<file path="config.mk">
export PLATFORM = sky130hd
export DESIGN_NAME = spi_master_shifter
export DESIGN_NICKNAME = d
export VERILOG_FILES = /design/src/rtl/spi_master_shifter.sv
export SDC_FILE = /design/constraint.sdc
export NUM_CORES = 1
export LEC_CHECK = 0
export BUFFER_PORTS_ARGS = -buffer_cell sky130_fd_sc_hd__buf_2
export CAP_MARGIN = 15
export CORE_MARGIN = 2
export CORE_UTILIZATION = 30
export DETAILED_ROUTE_END_ITERATION = 7
export GPL_TIMING_DRIVEN = 0
export SLEW_MARGIN = 20
export SYNTH_ARGS = -nofsm -noshare
export SYNTH_HDL_FRONTEND = slang
export SYNTH_SLANG_ARGS = --single-unit
</file>
<file path="constraint.sdc">
create_clock -name clk_i -period 4.5 [get_ports clk_i]
set_input_delay 0.45 -clock clk_i [delete_from_list [all_inputs] [get_ports clk_i]]
set_output_delay 0.45 -clock clk_i [all_outputs]
set_load 0.005 [all_outputs]
</file>
<file path="src/rtl/spi_master_shifter.sv">
`default_nettype none
// ----------------------------------------------------------------------------
// spi_master_shifter : SPI mode-0 master shift engine, SCLK divided from clk_i
// Revision 1.0
// ----------------------------------------------------------------------------
module spi_master_shifter #(
  parameter int DATA_W    = 8,
  parameter int CLK_DIV   = 2,
  parameter bit MSB_FIRST = 1'b1
) (
  input  logic              clk_i,
  input  logic              rst_i,
  input  logic              tx_valid_i,
  input  logic [DATA_W-1:0] tx_data_i,
  output logic              tx_ready_o,
  output logic              rx_valid_o,
  output logic [DATA_W-1:0] rx_data_o,
  output logic              busy_o,
  output logic              spi_sclk_o,
  output logic              spi_cs_n_o,
  output logic              spi_mosi_o,
  input  logic              spi_miso_i
);

  localparam int BIT_W = $clog2(DATA_W);
  localparam int DIV_W = (CLK_DIV > 1) ? $clog2(CLK_DIV) : 1;
  localparam logic [BIT_W-1:0] BIT_LAST = BIT_W'(DATA_W - 1);
  localparam logic [DIV_W-1:0] DIV_LAST = DIV_W'(CLK_DIV - 1);

  typedef enum logic [1:0] {
    IDLE  = 2'd0,
    SHIFT = 2'd1,
    HOLD  = 2'd2
  } state_t;

  state_t              state_q, state_d;
  logic [DATA_W-1:0]   tx_sr_q, tx_sr_d;
  logic [DATA_W-1:0]   rx_sr_q, rx_sr_d;
  logic [DATA_W-1:0]   rx_data_q, rx_data_d;
  logic                rx_valid_q, rx_valid_d;
  logic [BIT_W-1:0]    bit_cnt_q, bit_cnt_d;
  logic [DIV_W-1:0]    div_cnt_q, div_cnt_d;
  logic                sclk_q, sclk_d;
  logic                cs_n_q, cs_n_d;
  logic                mosi_q, mosi_d;

  always_ff @(posedge clk_i) begin
    if (rst_i) begin
      state_q    <= IDLE;
      tx_sr_q    <= '0;
      rx_sr_q    <= '0;
      rx_data_q  <= '0;
      rx_valid_q <= 1'b0;
      bit_cnt_q  <= '0;
      div_cnt_q  <= '0;
      sclk_q     <= 1'b0;
      cs_n_q     <= 1'b1;
      mosi_q     <= 1'b0;
    end else begin
      state_q    <= state_d;
      tx_sr_q    <= tx_sr_d;
      rx_sr_q    <= rx_sr_d;
      rx_data_q  <= rx_data_d;
      rx_valid_q <= rx_valid_d;
      bit_cnt_q  <= bit_cnt_d;
      div_cnt_q  <= div_cnt_d;
      sclk_q     <= sclk_d;
      cs_n_q     <= cs_n_d;
      mosi_q     <= mosi_d;
    end
  end

  always_comb begin
    state_d    = state_q;
    tx_sr_d    = tx_sr_q;
    rx_sr_d    = rx_sr_q;
    rx_data_d  = rx_data_q;
    rx_valid_d = 1'b0;
    bit_cnt_d  = bit_cnt_q;
    div_cnt_d  = div_cnt_q;
    sclk_d     = sclk_q;
    cs_n_d     = cs_n_q;
    mosi_d     = mosi_q;

    unique case (state_q)
      IDLE: begin
        if (tx_valid_i) begin
          tx_sr_d   = tx_data_i;
          mosi_d    = MSB_FIRST ? tx_data_i[DATA_W-1] : tx_data_i[0];
          cs_n_d    = 1'b0;
          bit_cnt_d = BIT_LAST;
          div_cnt_d = DIV_LAST;
          state_d   = SHIFT;
        end
      end

      SHIFT: begin
        if (div_cnt_q == '0) begin
          div_cnt_d = DIV_LAST;
          sclk_d    = ~sclk_q;
          if (!sclk_q) begin
            // Rising edge: target data has been stable for a half period.
            rx_sr_d = MSB_FIRST ? {rx_sr_q[DATA_W-2:0], spi_miso_i}
                                : {spi_miso_i, rx_sr_q[DATA_W-1:1]};
          end else if (bit_cnt_q != '0) begin
            bit_cnt_d = bit_cnt_q - 1'b1;
            tx_sr_d   = MSB_FIRST ? {tx_sr_q[DATA_W-2:0], 1'b0}
                                  : {1'b0, tx_sr_q[DATA_W-1:1]};
            mosi_d    = MSB_FIRST ? tx_sr_q[DATA_W-2] : tx_sr_q[1];
          end else begin
            state_d = HOLD;
          end
        end else begin
          div_cnt_d = div_cnt_q - 1'b1;
        end
      end

      HOLD: begin
        if (div_cnt_q == '0) begin
          cs_n_d     = 1'b1;
          mosi_d     = 1'b0;
          rx_data_d  = rx_sr_q;
          rx_valid_d = 1'b1;
          state_d    = IDLE;
        end else begin
          div_cnt_d = div_cnt_q - 1'b1;
        end
      end

      default: state_d = IDLE;
    endcase
  end

  assign tx_ready_o = (state_q == IDLE);
  assign busy_o     = (state_q != IDLE);
  assign rx_valid_o = rx_valid_q;
  assign rx_data_o  = rx_data_q;
  assign spi_sclk_o = sclk_q;
  assign spi_cs_n_o = cs_n_q;
  assign spi_mosi_o = mosi_q;

endmodule
`default_nettype wire
</file>
==> flow_summary.yaml <==
global_route:
  overflow: 0
  grt_first_pass_wirelength_mm: 4.86
  grt_pass1_vias: 1048
  grt_usage_pct: 11.2
  grt_max_degree: 12
  antenna_found_initial: 0
final_layout:
  stdcell_count: 271
  nNetsFinal: 220
  diodes: 0
  drive_above_1_share_pct: 24.4
  design_area_mm2: 0.00183
  regArea_um2: 661
  nFillCells: 547
  multiInputGateArea_um2: 803
  synthToLayoutAreaGrowth_pct: 19.2
power:
  power.switching_uw: 464
  pwr-share-comb_pct: 47.1
  switching_share_pct: 39.1
  powerDensity_mw_per_mm2: 648
  p_int_uw: 721
  leakage_nw: 0.730
  peakVddDrop_mv: 0.304
  seqPwrFrac_pct: 34.9
  power_frac_clock_pct: 18.0
  p_total_mw: 1.18
place:
  post-dp-hpwl_mm: 2.11
  gp_congestion: 0.670
  dp.cells: 263
  place_area_mm2: 0.00174
  io_buffers: 24
clock_tree:
  cts_hold_buf: 0
  cts_max_path_buffers: 2
  clkTransAtPathRegs_ps: 70
  postCtsResizedCells: 0
  post_cts_buffers: 0
  clock-root-buffer: "clkbuf_8"
  h-tree-depth: 2
  cts_buffers: 5
  clock-sinks: 33
  clock_latency_ps: 280
  cts_tree: "done"
sta:
  worst_pin_slew_ps: 508
  clock_skew_ps: 7.18
  whs_ps: 422
  final.period_utilization_pct: 39.8
  fin_tns_setup_ps: 0
  max_clock_freq_ghz: 0.559
  setup_viol: 0
  layout_min_cycle_time_ps: 1790
  rsz0062_at_grt: "false"
  drv_slew: 0
  finalHoldViolCount: 0
  slew_headroom_pct: 66.1
yosys:
  synth_edf_count: 0
  synth_flop_cell: "dfxtp_1"
  synth.area.top_cells: "dfxtp_1 43%, a21oi_1 6.5%, ha_1 6.5%, mux2i_1 6.5%, nor3_1 4.6%"
  synth_nets: 189
  synth_area_mm2: 0.00154
  syn_avg_cell_area_um2: 9.08
  postSynthCellCount: 169
  ys_ff_latch: 33
  yosys_warnings: 0
  synth_most_common_cell: "dfxtp_1"
  ys_seq_area_share_pct: 43.0
  ys_types: 33
  synth_common_cells: "33 x dfxtp_1, 20 x a21oi_1, 18 x nand2_1"
  ys_async_sr_fraction_pct: 0
  synth_top_area_share_pct: 43.0
  synth_area_leader_cell: "dfxtp_1"
route:
  wl_mm: 2.92
  vias: 1219
  drc: 0
  dr.pass1.iters: 4
  wl_per_cell_um: 10.8
  vias_per_cell: 4.50
  drtIter0Drc: 37
  ant_nets: 0
die:
  start_util_pct: 30.6
  dieArea_mm2: 0.00571
  core.rowCount: 26
  die_y_um: 75.5
  core_mm2: 0.00501
  die_x_um: 75.5
  ioPinCount: 26
job:
  drv_cap: 0
critical_path:
  cpPeakStageDelay_ps: 410
  startpoint_type: "flop"
  critical_path_class: "reg2reg"
  cp_slowest_cell: "o21ai_1"
  critPathMaxFanout: 10
  endpoint_kind: "flop"
  crit_chain: "inv_1 -> ha_1 -> buf_4 -> buf_6 -> o21ai_1 -> o21ai_0 -> a21oi_1"
  required_ps: 4710
  arrival_ps: 2000
worst_hold_path:
  hold_path.class: "in2reg"
status:
  status: "completed"
[stage by stage]
stage               worst slack (ps)  util [%]
floorplan                       2930         -
global placement                2730      34.8
detailed placement              2700      34.8
CTS                             2690      36.5
global route                    2470      36.5
finish                          2710      36.5
[registers in the layout, indices dropped and copies added (netlist names)]
register and cells:
state_q 2, rx_data_o 8, div_cnt_q 1, spi_cs_n_o 1, spi_sclk_o 1, bit_cnt_q 3
tx_sr_q 7, rx_valid_o 1, rx_sr_q 8, spi_mosi_o 1
[cell type report]
class                      count  area share (%)
clock buffer                   5            3.76
clock inverter                 3           0.958
timing repair buffer          24            6.57
buffer                         9            2.87
tap                           70            4.79
sequential                    33            36.1
inverter                       5            1.03
multi-input combinational    122            43.9
[layout by cell type (no fill, tap or decap), types with 2 or more instances in the layout]
master and count:
ha_1 8, mux2_2 6, dfxtp_1 33, clkbuf_8 5
nor2_1 15, o21ai_2 2, mux2i_1 10, clkbuf_1 6
a211oi_1 2, a21oi_1 20, nand2b_1 4, buf_2 24
nand2_1 18, and2b_1 2, nor3_1 14, inv_1 5
a311oi_1 2, o21ai_0 2, buf_6 2, a31oi_1 3
clkinv_2 2
[kinds of logic (layout without fill, tap and decap cells)]
logic type      count (synthesis)  count (layout)  synth area share, %
compound gates                 35              35                 13.8
xor+xnor                        1               1                0.571
fa+ha+maj                       8               8                 6.52
buf+inv                        14              46                 4.65
flops                          33              33                 43.0
mux                            16              16                 10.9
simple gates                   62              62                 20.5
[metal layers]
metal  share of wire [%]  vias to the layer above  GRT usage (%)  wire length, um
li1                    -                      646              -                -
met1                  51                      550           14.5             1480
met2                  44                       21           17.4             1290
met3                 4.3                        2           3.31              127
met4                0.89                        0           4.48               26
met5                   0                        -              0                0
[power groups by stage]
stage / logic [mW] / registers (mW) / clock network [mW]
after floorplan: 0.446 / 0.409 / 0
after global placement: 0.551 / 0.419 / 0
after detailed placement: 0.563 / 0.419 / 0
after CTS: 0.566 / 0.413 / 0.222
after global routing: 0.628 / 0.424 / 0.234
final: 0.558 / 0.414 / 0.214
[worst max-delay path: cells and delay by family (launching register included)]
kind,cells,cell delay (ps)
AOI/OAI and AO/OA,3,700
adders and majority gates,1,190
buffers and inverters,3,440
DFF,1,400
[worst paths after layout]
check	slack, ps	to	startpoint	cells after the start
worst max-delay path	2710	tx_sr_q[0]	state_q[1]	7
worst min-delay path	420	rx_sr_q[0]	spi_miso_i	3
worst max register to register	2710	tx_sr_q[0]	state_q[1]	7
worst min register to register	450	rx_data_o[7]	rx_data_o[7]	2
No activity file was read; power rests on OpenSTA's default activity.
